**src/rtl/stream_mux_rr_pkg.sv**
```systemverilog
// rtl/stream_mux_rr_pkg.sv - shared constants and helpers for the streaming N:1 mux
package stream_mux_rr_pkg;

    localparam int MODE_SEL = 0;
    localparam int MODE_RR  = 1;

    // Modular add for channel indices; keeps every index below n for any n.
    function automatic int wrap_add(input int base, input int off, input int n);
        int s;
        s = base + off;
        return (s >= n) ? s - n : s;
    endfunction

endpackage

```
**src/rtl/stream_mux_rr_arbiter.sv**
```systemverilog
// rtl/stream_mux_rr_arbiter.sv - round-robin arbiter with explicit pointer wrap
module rr_arbiter
    import stream_mux_rr_pkg::*;
#(
    parameter int N    = 8,
    parameter int SELW = $clog2(N)
) (
    input  logic            clk,
    input  logic            rst,
    input  logic [N-1:0]    req,
    input  logic            adv,
    output logic [SELW-1:0] gnt,
    output logic            gnt_v
);

    localparam logic [SELW-1:0] LAST = SELW'(N - 1);

    logic [SELW-1:0] ptr;
    logic [SELW-1:0] idx;

    // Scan ptr, ptr+1, .. wrapping at N; the first requester found wins.
    always_comb begin
        gnt   = '0;
        gnt_v = 1'b0;
        idx   = '0;
        for (int k = 0; k < N; k++) begin
            idx = SELW'(wrap_add(int'(ptr), k, N));
            if (!gnt_v && req[idx]) begin
                gnt_v = 1'b1;
                gnt   = idx;
            end
        end
    end

    always_ff @(posedge clk or posedge rst) begin
        if (rst) begin
            ptr <= '0;
        end else if (adv) begin
            ptr <= (gnt == LAST) ? '0 : gnt + 1'b1;
        end
    end

endmodule

```
**src/rtl/stream_mux_rr.sv**
```systemverilog
// rtl/stream_mux_rr.sv - N-channel valid/ready stream mux with registered output slice
module stream_mux_rr
    import stream_mux_rr_pkg::*;
#(
    parameter int N    = 8,
    parameter int W    = 8,
    parameter int MODE = MODE_SEL,
    parameter int SELW = $clog2(N)
) (
    input  logic            clk,
    input  logic            rst,
    input  logic [N-1:0]    in_valid,
    input  logic [N*W-1:0]  in_data,
    output logic [N-1:0]    in_ready,
    input  logic [SELW-1:0] sel,
    output logic            out_valid,
    output logic [W-1:0]    out_data,
    output logic [SELW-1:0] out_sel,
    input  logic            out_ready
);

    logic            load_en;
    logic            xfer;
    logic            gnt_v;
    logic [SELW-1:0] gnt;

    assign load_en = !out_valid || out_ready;
    assign xfer    = load_en && gnt_v;

    generate
        if (MODE == MODE_RR) begin : g_rr
            rr_arbiter #(
                .N    (N),
                .SELW (SELW)
            ) u_arb (
                .clk   (clk),
                .rst   (rst),
                .req   (in_valid),
                .adv   (xfer),
                .gnt   (gnt),
                .gnt_v (gnt_v)
            );
            logic unused_sel;
            assign unused_sel = ^sel;
        end else begin : g_sel
            // Compare one bit wider so an out-of-range sel is caught even when N = 2**SELW.
            localparam logic [SELW:0] N_EXT = (SELW + 1)'(N);
            assign gnt   = sel;
            assign gnt_v = ({1'b0, sel} < N_EXT) && in_valid[sel];
        end
    endgenerate

    always_comb begin
        in_ready = '0;
        if (xfer) begin
            in_ready[gnt] = 1'b1;
        end
    end

    // A new word replaces the held one on a simultaneous drain; a lone drain keeps data/sel.
    always_ff @(posedge clk or posedge rst) begin
        if (rst) begin
            out_valid <= 1'b0;
            out_data  <= '0;
            out_sel   <= '0;
        end else if (xfer) begin
            out_valid <= 1'b1;
            out_data  <= in_data[gnt*W +: W];
            out_sel   <= gnt;
        end else if (out_valid && out_ready) begin
            out_valid <= 1'b0;
        end
    end

endmodule
```
**config.mk**
```make
export PLATFORM = sky130hd
export DESIGN_NAME = stream_mux_rr
export DESIGN_NICKNAME = d
export VERILOG_FILES = /design/src/rtl/stream_mux_rr_pkg.sv /design/src/rtl/stream_mux_rr_arbiter.sv /design/src/rtl/stream_mux_rr.sv
export SDC_FILE = /design/constraint.sdc
export NUM_CORES = 1
export LEC_CHECK = 0
export CAP_MARGIN = 10
export CORE_MARGIN = 4
export CORE_UTILIZATION = 34
export DETAILED_ROUTE_END_ITERATION = 16
export PLACE_DENSITY = 0.82
export SLEW_MARGIN = 20
export SYNTH_ARGS = -nofsm -noshare
export SYNTH_HDL_FRONTEND = slang
export SYNTH_SLANG_ARGS = --single-unit
export TNS_END_PERCENT = 1
```
**constraint.sdc**
```tcl
create_clock -name clk -period 3.71 [get_ports clk]
set_input_delay 0.5565 -clock clk [delete_from_list [all_inputs] [get_ports clk]]
set_output_delay 0.5565 -clock clk [all_outputs]
set_load 0.01 [all_outputs]
```
==> flow_metrics.tcl <==
set metrics [dict create \
    worstReg2RegStart "out_valid" \
    rsz0062_at_grt "no" \
    hold_buffers 0 \
    synth_seq_cells 12 \
    drt_iter0_drc 38 \
    critPathMaxStageDelay_ns 0.65 \
    grt_max_degree 18 \
    crit_buf_inv 3 \
    holdPathStages 1 \
    fin_setup_tns_ns 0 \
    tritoncts "done" \
    syn-num-nets 159 \
    cpMostUsedCell "clkdlybuf4s50_1" \
    slew-limit-headroom_pct 69.5 \
    clk_latency_ns 0.26 \
    finalClockSkew_ns 0.000873 \
    endpoint_kind "primary output" \
    syn_avg_cell_area_um2 14.1 \
    hpwl_um 3290 \
    synth.yosys.seq_area_share_pct 26.2 \
    cp_cell_sequence "clkdlybuf4s50_1 -> mux2i_1 -> a22oi_1 -> nand4b_1 -> buf_4 -> nor4b_1 -> clkdlybuf4s50_1" \
    gp_congestion 0.672 \
    clkTransAtPathRegs_ns 0.07 \
    cts-resized-gates 0 \
    cp_max_fo 15 \
    port_buffers 97 \
    drive_gt1_share_pct 21.8 \
    worst_slack_ns 0.304 \
    synth_cells 81 \
    layout_min_cycle_time_ns 3.41 \
    wirelength_met1_um 1400 \
    viasPerCell 5.17 \
    drt-total-wl_um 3750 \
    synth_cell_types 24 \
    die_w_um 66.0 \
    fin_crit_sh_pct 91.8 \
    post-place-ws_ns 0.296 \
    wl_per_cell_um 16.8 \
    setup_violations 0 \
    placementRows 20 \
    grt_pass1_vias 1254 \
    cts_buffer_depth 2 \
    dr_wl_met3_um 471 \
    route.met2.wl_um 1840 \
    rrSetupSlack_ns 2.36 \
    design.portCount 98 \
    cp_slowest_cell "clkdlybuf4s50_1" \
    r2r_cells 4 \
    cap_violations 0 \
    cts_setup_buffers 0 \
    diodes 0 \
    critPathArrivalTime_ns 2.85 \
    syn2layout_area_growth_pct 90.6 \
    ant_nets 0 \
    cts.sinks 12 \
    cp.required_ns 3.15 \
    highest_layer "met4" \
    cp-start-kind "primary input" \
    ys_warn_count 0 \
    nets 259 \
    die_height_um 66.0 \
    vias 1154 \
    power_density_mw_per_mm2 258 \
    htreeDepth 1 \
    cts_buffers 3 \
    antenna_found_initial 0 \
    peakVddDrop_mv 0.0962 \
    final_area_mm2 0.00218 \
    start_util_pct 36.6 \
    grt_pass1_wl_um 5890 \
    critPathTopFamily "buffers and inverters" \
    grt_use_total_pct 17.9 \
    die-area_mm2 0.00436 \
    nFillCells 266 \
    hold_slack_ns 0.510 \
    min_from "out_data[3]" \
    drtPass1Iterations 3 \
    hp-class "register to register" \
    worst_pin_slew_ns 0.456 \
    status "completed" \
    whs_endpoint "out_data[3]" \
    fin_total_pwr_mw 0.563 \
    syn_area_mm2 0.00114 \
    timing.rr.end "out_data[5]" \
    placedInstanceArea_mm2 0.00216 \
    hold_viol 0 \
    drcViolationCount 0 \
    grt_overflow 0 \
    slew_violations 0 \
    clock.fmax_mhz 294 \
    ctsRootBufferMaster "clkbuf_4" \
    core_mm2 0.00313 \
    power.leakage_nw 0.837 \
    criticalPathCategory "primary input to primary output" \
]
==> state kept, by name, indices dropped and copies added, names as in the netlist <==
register	count
out_valid	1
out_data	8
out_sel	3
==> through the flow <==
stage / utilization [%] / cells
after global placement: 69.0 / 220
after floorplan: - / 81
after global routing: 69.8 / 223
final: 69.8 / 223
after CTS: 69.8 / 223
after detailed placement: 69.0 / 220
==> placed cells by master, fill, tap and decap left out, drive strengths merged <==
master and n:
a31o 1, mux2 19, clkbuf 3, inv 1
nor2 3, clkdlybuf4s50 97, dfrtp 12, nor3 1
nor2b 2, nand3b 2, nor4b 3, nor4bb 1
nand3 2, nand4b 1, a22oi 1, buf 8
mux2i 4, nor4 1, nand2 1, mux4 16
==> layout make-up <==
cell class | instances | area (um2) | share of cell area (%)
Timing Repair Buffer | 105 | 1030 | 47.2
Inverter | 1 | 3.75 | 0.172
Sequential cell | 12 | 300 | 13.8
Clock buffer | 3 | 22.5 | 1.03
Multi-Input combinational cell | 58 | 769 | 35.3
Tap cell | 44 | 55.1 | 2.52
==> cell families (layout without fill, tap and decap cells) <==
logic type / Yosys count / in the layout / synth area share (%)
muxes: 39 / 39 / 56.3
DFF: 12 / 12 / 26.2
AOI/OAI and AO/OA: 2 / 2 / 1.42
and+or+nand+nor: 17 / 17 / 9.51
buffers and inverters: 11 / 109 / 6.56
==> power breakdown <==
part | leakage, nW | internal [mW] | total, mW | switching (mW)
Clock | 0.0138 | 0.0375 | 0.0757 | 0.0382
Combinational | 0.684 | 0.211 | 0.305 | 0.0941
Sequential | 0.139 | 0.165 | 0.182 | 0.0168
==> how the worst max path moves through the flow <==
stage	from	to	slack, ns	depth (start not counted)
2_1_floorplan	sel[0]	in_ready[2]	1.26	7
3_3_place_gp	sel[0]	in_ready[2]	0.41	7
3_5_place_dp	sel[0]	in_ready[2]	0.30	7
4_1_cts	sel[0]	in_ready[2]	0.29	7
5_1_grt	sel[0]	in_ready[2]	0.14	7
6_report	sel[0]	in_ready[2]	0.30	7
==> per-layer routing <==
metal / vias up / track usage, %
met5: - / 0
met4: 0 / 6.85
met3: 4 / 4.08
met2: 72 / 33.3
met1: 545 / 19.4
li1: 533 / -
==> worst register-to-register path, stage by stage, from the launching register on <==
cell and delay, ns:
dfrtp_1 0.34, nor2b_1 0.18, nand4b_1 0.15, buf_4 0.22
mux2_2 0.36
==> Yosys cell counts (all sizes together) <==
master,count,area (um2)
a22oi,1,7.51
a31o,1,8.76
buf,8,63.8
clkbuf,2,7.51
dfrtp,12,300
inv,1,3.75
mux2,19,214
mux2i,4,40.0
mux4,16,390
nand2,1,3.75
nand3,2,10.0
nand3b,2,15.0
nand4b,1,8.76
nor2,3,11.3
nor2b,2,12.5
nor3,1,5.00
nor4,1,6.26
nor4b,3,26.3
nor4bb,1,10.0
Power figures use the tool's default switching activity.
